**config.mk**
```make
export PLATFORM = sky130hd
export DESIGN_NAME = dadda_seq
export DESIGN_NICKNAME = d
export VERILOG_FILES = /design/src/rtl/dadda_seq.sv
export SDC_FILE = /design/constraint.sdc
export NUM_CORES = 1
export LEC_CHECK = 0
export ABC_AREA = 1
export BUFFER_PORTS_ARGS = -buffer_cell sky130_fd_sc_hd__buf_2
export CELL_PAD_IN_SITES_DETAIL_PLACEMENT = 1
export CELL_PAD_IN_SITES_GLOBAL_PLACEMENT = 1
export CORE_UTILIZATION = 33
export DETAILED_ROUTE_END_ITERATION = 10
export PLACE_DENSITY = 0.74
export SYNTH_ARGS = -nofsm -noshare
export SYNTH_HDL_FRONTEND = slang
export SYNTH_SLANG_ARGS = --single-unit
```
**constraint.sdc**
```tcl
create_clock -name sys_clk -period 1.8 [get_ports sys_clk]
set_clock_uncertainty 0.15 [all_clocks]
set_input_delay 0.54 -clock sys_clk [delete_from_list [all_inputs] [get_ports sys_clk]]
set_output_delay 0.54 -clock sys_clk [all_outputs]
set_load 0.05 [all_outputs]
```
**src/rtl/dadda_seq.sv**
```systemverilog
// Purpose : per-phrase sequencer for the blitter data-adder A mux (DATA, Z1, Z2 steps).
// Latency : first select 1 cycle after start; each step takes ADD_LAT+2 cycles; done 1 cycle after the last load.
// Backpres: level-sensitive stall freezes SEL/WAIT/LATCH with no pulses; abort returns to IDLE silently.
//
// Ports:
//   sys_clk, reset                    - clock; synchronous active-high reset
//   start                             - phrase start, accepted only in IDLE
//   gourd, srcadd, data_en, gourz,
//   zwide                             - step-list mode bits, captured at accepted start
//   stall, abort                      - sequence freeze / cancel
//   daddasel                          - registered adder A select
//   add_go, data_ld, z1_ld, z2_ld     - adder strobe and result-latch load pulses
//   busy, done                        - not-IDLE flag, one-cycle completion pulse
module dadda_seq #(
    parameter int ADD_LAT = 1
) (
    input  logic       sys_clk,
    input  logic       reset,
    input  logic       start,
    input  logic       gourd,
    input  logic       srcadd,
    input  logic       data_en,
    input  logic       gourz,
    input  logic       zwide,
    input  logic       stall,
    input  logic       abort,
    output logic [2:0] daddasel,
    output logic       add_go,
    output logic       data_ld,
    output logic       z1_ld,
    output logic       z2_ld,
    output logic       busy,
    output logic       done
);

    typedef enum logic [2:0] {
        S_IDLE  = 3'd0,
        S_SEL   = 3'd1,
        S_WAIT  = 3'd2,
        S_LATCH = 3'd3,
        S_DONE  = 3'd4
    } state_t;

    localparam logic [1:0] LAT_M1 = 2'(ADD_LAT - 1);

    state_t     state, state_nxt;
    // pend: remaining steps, bit0 DATA, bit1 Z1, bit2 Z2; the lowest set bit is the current step.
    logic [2:0] pend, pend_nxt;
    logic [2:0] data_sel, data_sel_nxt;
    logic [1:0] wait_cnt, wait_cnt_nxt;
    logic [2:0] daddasel_nxt;

    logic [2:0] cur_oh;
    logic [2:0] pend_left;
    logic [2:0] start_mask;
    logic [2:0] start_dsel;
    logic       pulse_ok;

    function automatic logic [2:0] sel_for(input logic [2:0] mask, input logic [2:0] dcode);
        logic [2:0] s;
        if (mask[0])      s = dcode;
        else if (mask[1]) s = 3'b100;
        else              s = 3'b101;
        return s;
    endfunction

    assign cur_oh     = pend & (~pend + 3'd1);
    assign pend_left  = pend & ~cur_oh;
    assign start_mask = {gourz & zwide, gourz, data_en};
    assign start_dsel = gourd ? 3'b010 : (srcadd ? 3'b001 : 3'b000);

    always_comb begin
        state_nxt    = state;
        pend_nxt     = pend;
        data_sel_nxt = data_sel;
        wait_cnt_nxt = wait_cnt;
        daddasel_nxt = daddasel;
        case (state)
            S_IDLE: begin
                if (start) begin
                    pend_nxt     = start_mask;
                    data_sel_nxt = start_dsel;
                    if (start_mask != 3'b000) begin
                        state_nxt    = S_SEL;
                        daddasel_nxt = sel_for(start_mask, start_dsel);
                    end else begin
                        state_nxt = S_DONE;
                    end
                end
            end
            S_SEL: begin
                if (!stall) begin
                    wait_cnt_nxt = LAT_M1;
                    state_nxt    = S_WAIT;
                end
            end
            S_WAIT: begin
                if (!stall) begin
                    if (wait_cnt == 2'd0) state_nxt = S_LATCH;
                    else                  wait_cnt_nxt = wait_cnt - 2'd1;
                end
            end
            S_LATCH: begin
                if (!stall) begin
                    pend_nxt = pend_left;
                    if (pend_left != 3'b000) begin
                        state_nxt    = S_SEL;
                        daddasel_nxt = sel_for(pend_left, data_sel);
                    end else begin
                        state_nxt = S_DONE;
                    end
                end
            end
            S_DONE: begin
                state_nxt = S_IDLE;
            end
            default: begin
                state_nxt = S_IDLE;
            end
        endcase

        // Abort cancels from any active state; select and step bookkeeping hold.
        if (abort && (state != S_IDLE)) begin
            state_nxt    = S_IDLE;
            pend_nxt     = pend;
            data_sel_nxt = data_sel;
            wait_cnt_nxt = wait_cnt;
            daddasel_nxt = daddasel;
        end
    end

    always_ff @(posedge sys_clk) begin
        if (reset) begin
            state    <= S_IDLE;
            pend     <= 3'b000;
            data_sel <= 3'b000;
            wait_cnt <= 2'd0;
            daddasel <= 3'b000;
        end else begin
            state    <= state_nxt;
            pend     <= pend_nxt;
            data_sel <= data_sel_nxt;
            wait_cnt <= wait_cnt_nxt;
            daddasel <= daddasel_nxt;
        end
    end

    // Pulses are state decodes; a reset cycle also suppresses them so nothing leaks out.
    assign pulse_ok = !stall && !abort && !reset;
    assign add_go   = (state == S_SEL)   && pulse_ok;
    assign data_ld  = (state == S_LATCH) && cur_oh[0] && pulse_ok;
    assign z1_ld    = (state == S_LATCH) && cur_oh[1] && pulse_ok;
    assign z2_ld    = (state == S_LATCH) && cur_oh[2] && pulse_ok;
    assign done     = (state == S_DONE)  && !abort && !reset;
    assign busy     = (state != S_IDLE);

endmodule

```
==> results.toml, run 1 <==
[status]
status = "finished with violations"
violations = "negative setup slack"

[logic_synthesis]
syn_avg_cell_area_um2 = 6.055
yosys.cell_types.count = 17
synth-adder-area-share = 0.01751
ys_ff_latch = 11
synth_top_family_by_area = "simple AND/OR/NAND/NOR gates"
synth_area_um2 = 714.4
ys_seq_area_frac = 0.3082
yosysWarnings = 0
syn_inst = 118
synth_mux_area_frac = 0
synth.net_count = 129
synth-compound-area-share = 0.1033
yosys.area_share.simple = 0.4658
synth_xor_area_frac = 0

[global_routing]
grt_use_total = 0.2217
antenna_found_initial = 0
grt_overflow = 0
grt_max_degree = 9
first_global_vias = 922
grt_pass1_wl_um = 4029

[power]
p_sw_frac = 0.5093
p_comb_frac = 0.611
p_leak_nw = 0.5883
p_int_uw = 737.7
pwr-share-seq = 0.262
power_density_mw_per_mm2 = 1302
p_sw_uw = 765.8
pwr-share-clk = 0.127
ir_worst_vdd_mv = 0.7528

[timing]
finalMaxSlewViolations = 0
fmax_ghz = 0.5047
setup_ws_ns = -0.1814
tightest_slew_ns = 0.3245
hold_slack_ns = 0.3162
setup_viol = 6
slew_headroom = 0.7814
finalHoldViolations = 0
finalCritPeriodShare = 1.101
setup-tns-final_ns = -0.8287
rsz0062_at_grt = "true"
period_minus_slack_ns = 1.981

[die]
ios = 19
dieArea_mm2 = 0.002355
die_h_um = 48.53
core_region_area_mm2 = 0.002002
die_x_um = 48.53
rows = 16
start_util = 0.3569

[critical_path]
cp_data_arrival_time_ns = 1.29
worstSetupEndpointType = "primary output"
cp-start-kind = "input pin"
critPathKind = "input pin to primary output"
cp_data_required_time_ns = 1.11
critPathMaxFanout = 4

[route]
top_layer = "met4"
wirelength_um = 2733
vias_per_cell = 5.022
dr_wl_met3_um = 104
first_pass_iters = 4
wl_per_cell_um = 15.02
dr_total_vias = 914
drc = 0
drtIter0Drc = 9
ant_nets = 0
wirelength_met1_um = 1172
routed-wl-met2_um = 1426

[place]
io_buffers = 18
dp.cells = 173
post-dp-hpwl_um = 1859
gp_congestion = 0.8661
placed_area_um2 = 973.4

[clock_tree]
clk_latency_ns = 0.29
numCtsBuffers = 3
clockRootBuffer = "clkbuf_4"
ctsHtreeMaxLevel = 1
path_clk_slew_ns = 0.09
cts.path.max_buffers = 2
clock-sinks = 11
cts_tree = "built"

[final_layout]
fin_util = 0.5769
fin_cells = 182
fin_nets = 167
diodes = 0
synthToLayoutAreaGrowth_pct = 61.65
layout_commonest_cell = "nand2_1"
layout_common_cells = "nand2_1 (20), nor2_1 (18), inv_1 (16)"
postLayoutCellArea_mm2 = 0.001155
post_route_cells_drive_above_1_share = 0.4258

[worst_hold_path]
hp-class = "flip-flop to flip-flop"

[run]
maxCapViolCount = 0
worst max-delay path, stage by stage:
cell    delay, ns
buf_6        0.10
nor3_4       0.21
inv_4        0.09
nor3_4       0.17
buf_6        0.18
sequential cells by signal, summed over array words and instances (netlist names):
name / cells
pend: 3
daddasel: 3
state: 3
wait_cnt: 2
timing repair:
| action | in CTS | in global routing |
|---|---|---|
| endpoints found under the setup margin | 6 | 6 |
| buffers inserted | 0 | 6 |
| hold endpoints to repair | 0 | 0 |
| hold buffers | 0 | 0 |
| gates resized for setup | 27 | 10 |
| pin swaps | 2 | 7 |
metal layers:
layer	global-route usage	vias to the layer above
met1	0.2591	436
li1	-	452
met4	0.05882	0
met5	0	-
met2	0.4131	22
met3	0.03774	4
stage by stage:
| step | worst slack (ns) | power [mW] |
|---|---|---|
| 6_report | -0.1814 | 1.503 |
| 5_1_grt | -0.2135 | 1.611 |
| 4_1_cts | -0.1904 | 1.369 |
| 3_5_place_dp | -0.3135 | 1.130 |
| 3_3_place_gp | -0.2996 | 1.101 |
| 2_1_floorplan | -0.1841 | 0.9201 |
cell usage after synthesis:
cell type   n  area [um2]
o21ai_0    10       50.05
or2_2       1       6.260
inv_1      19       71.32
a21oi_1     3       15.01
nand3_2     1       10.01
a21oi_2     1       8.760
nand3_1    11       55.05
nand4_1     4       25.02
nor3_1      4       20.02
nor2_4      1       11.26
nand2_1    21       78.83
ha_1        1       12.51
nor2_2      3       18.77
dfxtp_1    11       220.2
nor2_1     22       82.58
inv_2       1       3.750
nand2_2     4       25.02
path summary, 6_finish.rpt:
check / cells after the start / slack [ns] / startpoint / end
worst max-delay path: 5 / -0.18 / abort / data_ld
worst min-delay path: 2 / 0.32 / daddasel[2] / daddasel[2]
worst max register to register: 10 / 0.02 / state[0] / pend[0]
worst min register to register: 2 / 0.32 / daddasel[2] / daddasel[2]
area by class of cell:
type	instances	area, um2
flip-flops and latches	11	230.2
clock buffers	3	22.52
fillers	281	847.1
clock inverters	1	5.005
repair buffers	33	275.3
inverters	20	80.08
well taps	27	33.78
multi-input cells	87	508.0
cell families after synthesis:
kind of cell / after synthesis
compound gates: 14
fa+ha+maj: 1
buf+inv: 20
flops: 11
simple gates: 72
power groups by stage:
stage / clock, mW / combinational [mW] / sequential, mW
after floorplan: 0 / 0.454 / 0.466
after CTS: 0.186 / 0.799 / 0.384
after global placement: 0 / 0.720 / 0.381
final: 0.191 / 0.918 / 0.394
after detailed placement: 0 / 0.747 / 0.383
after global routing: 0.209 / 0.998 / 0.404
Note: power is estimated with default switching activity, not from simulation.
==> run 2: changes to the inputs <==
- RECOVER_POWER: not set -> 50
- clock period: 1.8 -> 2.2 ns (I/O delays scaled with it)
==> run 2 against run 1 <==
Against the previous run: the flow now finishes without violations; non-clock buffer count decreased by 8; combinational power is 37% lower; clock-buffer cell count up 1; worst setup slack better by 0.24 ns.
==> results.toml, run 2 (synthesis results as in run 1) <==
[final_layout]
n_fill_cell = 287
postLayoutCellArea_um2 = 996.0
fin_nets = 159
layout_commonest_cell = "nand2_1"
layout_common_cells = "nand2_1 (20), nor2_1 (19), inv_1 (17)"
fin_cells = 174
top_regs = "daddasel (3), pend (3), state (3)"
post_route_cells_drive_above_1_share = 0.3333
synthToLayoutAreaGrowth_pct = 39.40
diodes = 0

[global_routing]
antenna_found_initial = 0
first_global_vias = 854
grt_use_total = 0.2019
grt_max_degree = 9
grt_overflow = 0
grt_pass1_wl_um = 3670

[timing]
rsz0062_at_grt = "true"
period_minus_slack_ns = 2.142
finalCritPeriodShare = 0.9738
finalMaxSlewViolations = 0
finalHoldViolations = 0
hold_slack_ns = 0.3137
setup_ws_ns = 0.05759
slew_headroom = 0.6068
setup_viol = 0
tightest_slew_ns = 0.5923
fmax_ghz = 0.4668

[critical_path]
regToRegEndpoint = "daddasel[0]"
reg2reg_depth = 9
slowest_delay_ns = 0.18
cp_data_required_time_ns = 1.39
worstSetupEndpointType = "primary output"
path_common_cell = "buf_6"
r2r_start = "state[1]"
cp_data_arrival_time_ns = 1.33
critPathBufInv = 3
slowest_stage = "buf_6"
critPathTopFamily = "buffers and inverters"
worstPathCellList = "buf_6, nor3_4, inv_2, nor3_2, buf_6"
critPathMaxFanout = 4
rrSetupSlack_ns = 0.45
critPathKind = "input pin to primary output"
cp-start-kind = "input pin"

[place]
dp.cells = 170
io_buffers = 18
placed_area_um2 = 908.4
gp_congestion = 0.8862
pre_cts_ws_ns = -0.1012
post-dp-hpwl_um = 1629

[status]
status = "completed"

[clock_tree]
numCtsBuffers = 3
cts.path.max_buffers = 2
postCtsSetupRepairBufs = 0
clock-sinks = 11
ctsHtreeMaxLevel = 1
clk_latency_ns = 0.28
path_clk_slew_ns = 0.08
holdBufCountCts = 0
clockRootBuffer = "clkbuf_4"
cts_tree = "built"

[route]
wl_per_cell_um = 11.60
ant_nets = 0
first_pass_iters = 2
drtIter0Drc = 7
wirelength_um = 2018
drc = 0
dr_total_vias = 824
vias_per_cell = 4.736

[worst_hold_path]
hp-class = "flip-flop to flip-flop"
worst_hold_startpoint = "daddasel[2]"
min_to = "daddasel[2]"
min_path_cells = 2

[die]
die_h_um = 48.53
die_x_um = 48.53
ios = 19
core_region_area_mm2 = 0.002002
rows = 16
dieArea_mm2 = 0.002355
start_util = 0.3569

[power]
ir_worst_vdd_mv = 0.4646
p_leak_nw = 0.5057
finalPower_mw = 1.032
power_density_mw_per_mm2 = 1036

[run]
maxCapViolCount = 0
run 2: cell types whose count changed in the layout (fill, tap and decap cells not counted), sizes merged:
cell	change
clkbuf	+2
buf	-9
clkinv	-1
run 2: layout make-up:
type                            instances  area [um2]  share of cell area
Sequential cell                        11       221.5              0.2224
Timing Repair Buffer                   25       181.4              0.1822
Tap cell                               27       33.78             0.03392
Inverter                               20       75.07             0.07538
Multi-Input combinational cell         87       457.9              0.4598
Clock buffer                            4       26.28             0.02638
run 2: power by group:
group	switching (mW)	internal (mW)	total, mW	leakage [nW]
Combinational	0.402	0.175	0.577	0.400
Clock	0.0782	0.0703	0.149	0.0150
Sequential	0.0453	0.261	0.306	0.0909
Total	0.525	0.507	1.03	0.506
run 2: timing repair:
item | 4_1_cts | 5_1_grt
setup endpoints to repair | 4 | 5
hold endpoints to repair | 0 | 0
gates resized for setup | 10 | 11
run 2: worst max-delay path by stage:
stage | from | endpoint | slack [ns] | depth (start not counted)
after floorplan | reset | data_ld | -0.17 | 3
after global placement | reset | data_ld | -0.09 | 5
after detailed placement | reset | z1_ld | -0.10 | 5
after CTS | state[1] | add_go | -0.002 | 5
after global routing | reset | z2_ld | -0.02 | 5
final | reset | data_ld | 0.06 | 5
run 2: worst min-delay path: stages, from the launching register on:
cell and delay, ns:
dfxtp_1 0.31, nand2_1 0.06, a21oi_1 0.05
run 2: through the flow:
step	utilization	setup TNS, ns
after floorplan	-	-0.3463
after global placement	0.4538	-0.3237
after detailed placement	0.4538	-0.3570
after CTS	0.4838	-0.001930
after global routing	0.4975	-0.03596
final	0.4975	0
run 2: metal layers:
metal	global-route usage	wire, um
met2	0.3451	931
met5	0	0
met1	0.2514	980
met4	0.08824	41
met3	0.02830	64
